==> src/rtl/gsim_result_drain_if.sv <==
// Interface for the result drain: solver-side word input and the
// backpressured output stream, plus frame status.
interface gsim_result_drain_if #(
  parameter int DW = 32,
  parameter int IW = 4
);
  localparam int SW = DW + IW;

  logic          x_valid;
  logic [DW-1:0] x_in;
  logic          m_valid;
  logic          m_ready;
  logic [DW-1:0] m_data;
  logic [15:0]   m_int;
  logic [IW-1:0] m_index;
  logic          m_last;
  logic [SW-1:0] frame_sum;
  logic          busy;
  logic          overrun;

  modport master (
    output x_valid, x_in, m_ready,
    input  m_valid, m_data, m_int, m_index, m_last, frame_sum, busy, overrun
  );

  modport slave (
    input  x_valid, x_in, m_ready,
    output m_valid, m_data, m_int, m_index, m_last, frame_sum, busy, overrun
  );
endinterface

==> src/rtl/gsim_result_drain.sv <==
// Captures a DEPTH-word Q16.16 solution burst, then replays it on a
// valid/ready stream with a rounded/saturated integer view and frame sum.
module gsim_result_drain #(
  parameter int DEPTH = 16,
  parameter int DW    = 32
) (
  input  logic               clk,
  input  logic               reset,
  gsim_result_drain_if.slave bus
);
  localparam int IW = $clog2(DEPTH);
  localparam int SW = DW + IW;
  localparam int FB = 16;
  localparam logic signed [DW:0] HALF = (DW+1)'(1) << (FB-1);
  localparam logic signed [DW:0] IMAX = (DW+1)'(32767);
  localparam logic signed [DW:0] IMIN = (DW+1)'(-32768);

  typedef enum logic [1:0] {IDLE, FILL, DRAIN} state_t;

  state_t                r_state;
  logic [DW-1:0]         r_buf [DEPTH];
  logic [IW-1:0]         r_wcnt;
  logic [IW-1:0]         r_rptr;
  logic signed [SW-1:0]  r_acc;
  logic signed [SW-1:0]  r_sum;
  logic                  r_mvalid;
  logic                  r_busy;
  logic                  r_overrun;

  logic                  w_wr;
  logic                  w_hs;
  logic                  w_last;
  logic signed [SW-1:0]  w_ext;
  logic signed [SW-1:0]  w_acc_nxt;
  logic [DW-1:0]         w_data;
  logic signed [DW:0]    w_t;
  logic signed [DW:0]    w_sh;
  logic [15:0]           w_int;

  assign w_wr      = bus.x_valid && (r_state != DRAIN);
  assign w_hs      = r_mvalid && bus.m_ready;
  assign w_last    = (r_rptr == IW'(DEPTH-1));
  assign w_ext     = {{IW{bus.x_in[DW-1]}}, bus.x_in};
  assign w_acc_nxt = (r_state == IDLE) ? w_ext : r_acc + w_ext;

  // Storage is not reset; the write count is 0 in IDLE so one index serves both states.
  always_ff @(posedge clk) begin
    if (w_wr) r_buf[r_wcnt] <= bus.x_in;
  end

  always_ff @(posedge clk or posedge reset) begin
    if (reset) begin
      r_state   <= IDLE;
      r_wcnt    <= '0;
      r_rptr    <= '0;
      r_acc     <= '0;
      r_sum     <= '0;
      r_mvalid  <= 1'b0;
      r_busy    <= 1'b0;
      r_overrun <= 1'b0;
    end else begin
      case (r_state)
        IDLE: if (bus.x_valid) begin
          r_wcnt  <= IW'(1);
          r_acc   <= w_acc_nxt;
          r_busy  <= 1'b1;
          r_state <= FILL;
        end
        FILL: if (bus.x_valid) begin
          r_wcnt <= r_wcnt + 1'b1;
          r_acc  <= w_acc_nxt;
          if (r_wcnt == IW'(DEPTH-1)) begin
            r_sum    <= w_acc_nxt;
            r_rptr   <= '0;
            r_mvalid <= 1'b1;
            r_state  <= DRAIN;
          end
        end
        DRAIN: begin
          // Words arriving while the frame is still draining are lost.
          if (bus.x_valid) r_overrun <= 1'b1;
          if (w_hs) begin
            r_rptr <= r_rptr + 1'b1;
            if (w_last) begin
              r_mvalid <= 1'b0;
              r_busy   <= 1'b0;
              r_state  <= IDLE;
            end
          end
        end
        default: r_state <= IDLE;
      endcase
    end
  end

  assign w_data = r_mvalid ? r_buf[r_rptr] : '0;

  // Round half up toward +inf, then clamp to the int16 range.
  assign w_t  = $signed({w_data[DW-1], w_data}) + HALF;
  assign w_sh = w_t >>> FB;

  always_comb begin
    w_int = w_sh[15:0];
    if (w_sh > IMAX)      w_int = 16'h7FFF;
    else if (w_sh < IMIN) w_int = 16'h8000;
  end

  assign bus.m_valid   = r_mvalid;
  assign bus.m_data    = w_data;
  assign bus.m_int     = w_int;
  assign bus.m_index   = r_rptr;
  assign bus.m_last    = r_mvalid && w_last;
  assign bus.frame_sum = r_sum;
  assign bus.busy      = r_busy;
  assign bus.overrun   = r_overrun;
endmodule

==> src/flat_wrapper.sv <==
// flat-port wrapper written by rule: the top's interface ports become plain ports
module gsim_result_drain_flat 
#(
  parameter int DEPTH = 16,
  parameter int DW    = 32
)
  (clk, reset, bus_x_valid, bus_x_in, bus_m_ready, bus_m_valid, bus_m_data, bus_m_int, bus_m_index, bus_m_last, bus_frame_sum, bus_busy, bus_overrun);
  gsim_result_drain_if #(.DW(DW), .IW(4)) bus_i ();
  input  logic clk;
  input  logic reset;
  input wire logic [$bits(bus_i.x_valid)-1:0] bus_x_valid;
  input wire logic [$bits(bus_i.x_in)-1:0] bus_x_in;
  input wire logic [$bits(bus_i.m_ready)-1:0] bus_m_ready;
  output wire logic [$bits(bus_i.m_valid)-1:0] bus_m_valid;
  output wire logic [$bits(bus_i.m_data)-1:0] bus_m_data;
  output wire logic [$bits(bus_i.m_int)-1:0] bus_m_int;
  output wire logic [$bits(bus_i.m_index)-1:0] bus_m_index;
  output wire logic [$bits(bus_i.m_last)-1:0] bus_m_last;
  output wire logic [$bits(bus_i.frame_sum)-1:0] bus_frame_sum;
  output wire logic [$bits(bus_i.busy)-1:0] bus_busy;
  output wire logic [$bits(bus_i.overrun)-1:0] bus_overrun;
  assign bus_i.x_valid = bus_x_valid;
  assign bus_i.x_in = bus_x_in;
  assign bus_i.m_ready = bus_m_ready;
  assign bus_m_valid = bus_i.m_valid;
  assign bus_m_data = bus_i.m_data;
  assign bus_m_int = bus_i.m_int;
  assign bus_m_index = bus_i.m_index;
  assign bus_m_last = bus_i.m_last;
  assign bus_frame_sum = bus_i.frame_sum;
  assign bus_busy = bus_i.busy;
  assign bus_overrun = bus_i.overrun;
  gsim_result_drain #(.DEPTH(DEPTH), .DW(DW)) u_core (.clk(clk), .reset(reset), .bus(bus_i));
endmodule
==> config.mk <==
export PLATFORM = sky130hd
export DESIGN_NAME = gsim_result_drain_flat
export DESIGN_NICKNAME = d
export VERILOG_FILES = /design/src/rtl/gsim_result_drain_if.sv /design/src/rtl/gsim_result_drain.sv /design/src/flat_wrapper.sv
export SDC_FILE = /design/constraint.sdc
export NUM_CORES = 1
export LEC_CHECK = 0
export ABC_AREA = 1
export CAP_MARGIN = 20
export CORE_MARGIN = 1.5
export CORE_UTILIZATION = 45
export CTS_CLUSTER_SIZE = 8
export DETAILED_ROUTE_END_ITERATION = 7
export PLACE_DENSITY_LB_ADDON = 0.2
export SLEW_MARGIN = 25
export SYNTH_ARGS = -nofsm -noshare
export SYNTH_HDL_FRONTEND = slang
export SYNTH_SLANG_ARGS = --single-unit
==> constraint.sdc <==
create_clock -name clk -period 8.59 [get_ports clk]
set_clock_uncertainty 0.05 [all_clocks]
set_input_delay 1.2885 -clock clk [delete_from_list [all_inputs] [get_ports clk]]
set_output_delay 1.2885 -clock clk [all_outputs]
set_load 0.01 [all_outputs]
# After elaboration in Yosys (flattened, before gate mapping)

Memories as Yosys holds them, arrays and structs flattened.
Index checks and enable logic that the tools add are counted.

Flip-flop bits (word level): 85
RAM bits: 512
Bits of input ports: 36
Output and inout port bits: 92
Word-level logic and storage cells: 67
Memories kept: 1

Add/sub/neg operators: 4
Order comparisons: 2
Equality and inequality tests: 10
Muxes and demuxes: 26
Reductions and logical operators: 16

Memory list:

| memory       | words | width | read ports | clocked after memory_dff | wr ports | line                    | RTL |
|---|---|---|---|---|---|---|---|
| u_core.r_buf | 16    | 32    | 1          | 0                        | 1        | gsim_result_drain.sv:21 | `logic [DW-1:0] r_buf [DEPTH];` |

Operators with widths:

| kind                                                                              | number |
|---|---|
| 36-bit by 32-bit adder with 36-bit output                                         | 1 |
| 36-bit two-way mux                                                                | 1 |
| 32-bit by 17-bit adder with 33-bit output, second input constant                  | 1 |
| 16-bit two-way mux                                                                | 2 |
| 32-bit two-way mux                                                                | 1 |
| 4-bit two-way mux                                                                 | 5 |
| 17-bit by 16-bit greater-than comparator with 1-bit output, second input constant | 1 |
| 17-bit by 16-bit less-than comparator with 1-bit output, second input constant    | 1 |
| 4-bit case mux with 2 select lines                                                | 2 |
| 2-bit two-way mux                                                                 | 5 |
| 5-bit AND reduction                                                               | 2 |
| 4-bit by 1-bit adder with 4-bit output, second input constant                     | 2 |
| 4-bit equality test, second input constant                                        | 2 |
| 4-bit AND reduction                                                               | 2 |
| 1-bit two-way mux                                                                 | 7 |
| 2-bit by 1-bit inequality test with 1-bit output, second input constant           | 3 |
| 2-bit inequality test, second input constant                                      | 3 |
| 2-bit case mux with 3 select lines                                                | 1 |
| 3-bit AND reduction                                                               | 2 |
| 2-bit nonzero test                                                                | 3 |
| 1-bit case mux with 2 select lines                                                | 2 |
| 2-bit AND reduction                                                               | 2 |
| 1-bit logical AND                                                                 | 3 |
| 2-bit by 1-bit equality test with 1-bit output, second input constant             | 1 |
| other kinds (3)                                                                   | 3 |

# Logic depth before layout (Yosys ltp)

An unclocked memory read counts as a cell.

Depth in word-level cells: 6
Mapped depth: 21
Depth with buffers taken out: 17

# Worst setup path before layout

OpenSTA, ideal clock, no wires.

Path kind: input -> register
Start: input bus_x_valid
End: memory u_core.r_buf[3][0], enable pin
Setup time: 0.461 ns
Arrival: 3.823 ns
Data required time: 8.079 ns
Path slack: 4.256 ns
Stages: 4
Buffers on the path: 0
Cell sequence: inv_1 nor2_1 inv_1 nor3_1

Cells in the longest elaborated chain, start to end: 3

Ends and longest elaborated chain:

| element                                 | line                    | RTL |
|---|---|---|
| from (decl)                             | flat_wrapper.sv:11      | `input wire logic [$bits(bus_i.x_valid)-1:0] bus_x_valid;` |
| 1-bit logical AND                       | gsim_result_drain.sv:40 | `assign w_wr = bus.x_valid && (r_state != DRAIN);` |
| 1-bit two-way mux                       | gsim_result_drain.sv:48 | `if (w_wr) r_buf[r_wcnt] <= bus.x_in;` |
| 1-bit two-way mux (not written as such) | gsim_result_drain.sv:48 |  |
| to (decl)                               | gsim_result_drain.sv:21 |  |

Every way passes these cells.

# Final worst setup path

Start: register u_core.r_rptr[0] (netlist: u_core.bus.m_index[0])
End: output bus_m_int[10]

Cells in the longest elaborated chain, start to end: 6
Elaborated cells on any way between the ends: 7
Those cells by class: 1 x add/sub; 2 x order compare; 3 x mux; 1 x memory

Ends and longest elaborated chain:

| element                                                 | line                     | RTL |
|---|---|---|
| from (decl)                                             | gsim_result_drain.sv:23  | `logic [IW-1:0] r_rptr;` |
| from (signal assigned)                                  | gsim_result_drain.sv:83  | `r_rptr <= r_rptr + 1'b1;` |
| memory read 16 x 32 bit (*)                             | n/a                      |  |
| 32-bit two-way mux (*)                                  | gsim_result_drain.sv:96  | `assign w_data = r_mvalid ? r_buf[r_rptr] : '0;` |
| 32-bit by 17-bit adder with 33-bit output (*)           | gsim_result_drain.sv:99  | `assign w_t = $signed({w_data[DW-1], w_data}) + HALF;` |
| 17-bit by 16-bit less-than comparator with 1-bit output | gsim_result_drain.sv:105 | `else if (w_sh < IMIN) w_int = 16'h8000;` |
| 16-bit two-way mux                                      | gsim_result_drain.sv:105 |  |
| 16-bit two-way mux (*)                                  | gsim_result_drain.sv:104 | `if (w_sh > IMAX) w_int = 16'h7FFF;` |
| to (decl)                                               | flat_wrapper.sv:16       | `output wire logic [$bits(bus_i.m_int)-1:0] bus_m_int;` |

Mark *: on every way between the ends. The rest lies on a longest branch, timed or not.

==> metrics <==
largest net degree at the start of global routing 227; Yosys top cell area share 0.5648; Worst-Margin Slew 1154 ps; Ports 128; post-layout min period 6425 ps; fraction of layout cells with a size suffix above 1 0.06596; Gate Count Post-Synth 2,670; setup bufs post-CTS 0; DRT iter0 DRCs 1,956; Starting Density 0.4586; Die Area 0.06198 mm²; max capacitance violation total 0; drt total wl 76,370 µm; DRC 0; Seq/Total Area, Yosys 0.6429; Crit path largest cell delay 750 ps; area leader, netlist edfxtp_1; cell mode on critical path nand2_1; initial antenna violation count 3; CTS root buffer clkbuf_16; gr ovfl total 0; Die X 249.0 µm; # diodes 0; CP max FO 113; Die H 249.0 µm; Synth area leaders edfxtp_1 56%, nand2_1 8.5%, dfrtp_1 7.8%; H-tree Lvls 3; Skew-Pair Late Insertion Delay 630 ps; Final Cycle Share 0.7480; Final GP Congestion 0.9391; maximum buffer depth of the clock tree 3; CP startpoint kind flip-flop; Worst Hold Slack 427.8 ps; via count 20,050; first-pass GRT wire length 116,800 µm; Slew HR 0.2304; Total GRT Usage 0.2462; VDD IR max 159.7 µV; Final Hold Viols 0; PortBufs 127; RSZ-0062 raised after global routing false; setup TNS 0 ps; Crit path max-delay family buffers and inverters; critical setup path kind reg2out; Max Freq 0.1556 GHz; crit path capture type primary output; Net Count, Synth 2,748; ANT nets after route 0; P&R area growth vs syn 16.06%; Synth warnings 0; pwr/cell area 272.3 mW/mm²; First-pass DRT Iterations 5; Worst Path Required 7250 ps; Critical Path Slowest Stage Cell buf_4; hold crit path type reg2reg; fraction of registers with async set/reset 0.1424; endpoints failing setup 0; average wire per standard cell 21.26 µm; WP buf/inv 3; Syn Area/Cell 10.20 µm²; hold_buf cts 0; critical path, cell by cell inv_6 -> buf_4 -> nand2_1 -> nand2_1 -> nand2_1 -> nand3_1 -> nand3_1 -> nand2_1 -> nand2_1 -> nor2_1 -> nand2_1 -> nor2_2 -> nand3_1 -> nand2_2 -> nand2_4 -> a21oi_1 -> clkdlybuf4s50_1; Num CTS Buffers 84; layout net count 2,867; CTS tree yes; clock sinks 597; Vias/cell 5.579; Core Util, Final 0.5323; LEAKAGE 12.23 nW; WP data arrival 5090 ps; final slew viol count 0; core area 0.05935 mm²; vias in the first global route 19,750; Final HPWL DP 43,520 µm; Std-Cell Rows 89; EDFF count, synth 512; Netlist Area Pre-Place 0.02722 mm²; post-cts resize count 0; Primary FF master, synth edfxtp_1; clock slew at reported path FFs 50 ps; outcome completed; Netlist cell types 38; fillers 5,170; synthesized flop and latch total 597
[final timing paths]
kind,startpoint,end,slack [ps],cells past startpoint
min in group asynchronous,reset,u_core.r_acc[25]$_DFFE_PP0P_,990,2
worst max register to register,u_core.r_acc[0]$_DFFE_PP0P_,u_core.bus.frame_sum[30]$_DFFE_PP0P_,5320,15
max in group asynchronous,reset,u_core.r_acc[14]$_DFFE_PP0P_,6360,3
worst max-delay path,u_core.bus.m_index[0]$_DFFE_PP0P_,bus_m_int[10],2160,17
worst min-delay path,u_core.bus.frame_sum[23]$_DFFE_PP0P_,u_core.bus.frame_sum[23]$_DFFE_PP0P_,430,2
worst min register to register,u_core.bus.frame_sum[23]$_DFFE_PP0P_,u_core.bus.frame_sum[23]$_DFFE_PP0P_,430,2
[cell type report]
cell class              instances  area [µm²]  area share
clock inverters                 5       95.09    0.003010
clock buffers                 112        2271     0.07188
multi-input cells            1695        8245      0.2610
inverters                     247       939.7     0.02974
flip-flops and latches        597       17510      0.5543
well taps                     773       967.2     0.03062
repair buffers                164        1562     0.04943
[state kept, by name, indices dropped and copies added (netlist names)]
| register | flops |
|---|---|
| u_core.bus.overrun | 1 |
| u_core.bus.frame_sum | 36 |
| u_core.bus.m_index | 4 |
| u_core.r_acc | 36 |
| u_core.bus.m_valid | 1 |
| u_core.bus.busy | 1 |
| u_core.r_buf | 512 |
| u_core.r_state | 2 |
| u_core.r_wcnt | 4 |
[cell usage after synthesis, drive strengths merged (16+ instances only)]
cell,count
a21oi,58
a31oi,19
buf,58
clkbuf,73
dfrtp,85
edfxtp,512
ha,41
inv,245
nand2,616
nand3,246
nor2,294
o211ai,26
o21ai,255
o221ai,45
o22ai,16
or2,18
[placed cells by master, fill, tap and decap left out, types with 3 or more instances in the layout]
master           instances
o21ai_1                 13
edfxtp_1               512
xor2_1                  15
buf_4                   36
nand4_1                  9
or2_2                   18
clkinv_2                 3
nor2_4                  13
nor3_2                   3
ha_1                    41
o21bai_1                12
inv_16                   3
o21a_1                   3
a31oi_1                 19
a21oi_1                 58
nor2_1                 273
o21ai_0                242
o211ai_1                26
nor2_2                   8
o221ai_1                45
nor3_1                   9
nand2_1                613
inv_1                  238
dfrtp_1                 81
clkdlybuf4s50_1        127
o22ai_1                 16
inv_2                    3
clkbuf_16               87
xnor2_1                  4
nand3_1                246
clkbuf_1                25
[routing by layer]
layer,track usage,part of all wire,vias up
met1,0.3362,0.43,9722
met5,0,0,-
met4,0.08694,0.025,0
met3,0.03260,0.074,128
li1,-,-,9387
met2,0.4050,0.47,809
[per-stage QoR]
| step | power [mW] | cells | area [µm²] | worst slack (ps) |
|---|---|---|---|---|
| floorplan | 4.897 | 2670 | 27220 | 4256 |
| CTS | 8.649 | 3593 | 31590 | 2215 |
| global route | 9.034 | 3593 | 31590 | 1669 |
| detailed placement | 5.629 | 3476 | 29230 | 2896 |
| finish | 8.603 | 3593 | 31590 | 2165 |
| global placement | 5.598 | 3476 | 29230 | 2939 |
[report_power, final]
| group | leakage [nW] | internal, mW | switching (mW) | total [mW] |
|---|---|---|---|---|
| clock | 1.15 | 1.83 | 1.18 | 3.01 |
| sequential | 5.68 | 3.44 | 0.117 | 3.55 |
| combinational | 5.41 | 0.656 | 1.38 | 2.04 |
[tightest hold or removal path, stage by stage, from the launching register on]
cell and delay (ps):
dfrtp_1 340, nand2_1 50, nand2_1 50
[cells by family after synthesis]
group	after synthesis	synth area share
AOI/OAI and AO/OA	438	0.09253
and+or+nand+nor	1196	0.1804
adders and majority gates	42	0.01958
xor gates and xnor gates	19	0.006113
DFF	597	0.6429
buffers and inverters	378	0.05847
Note: power is estimated with default switching activity, not from simulation.
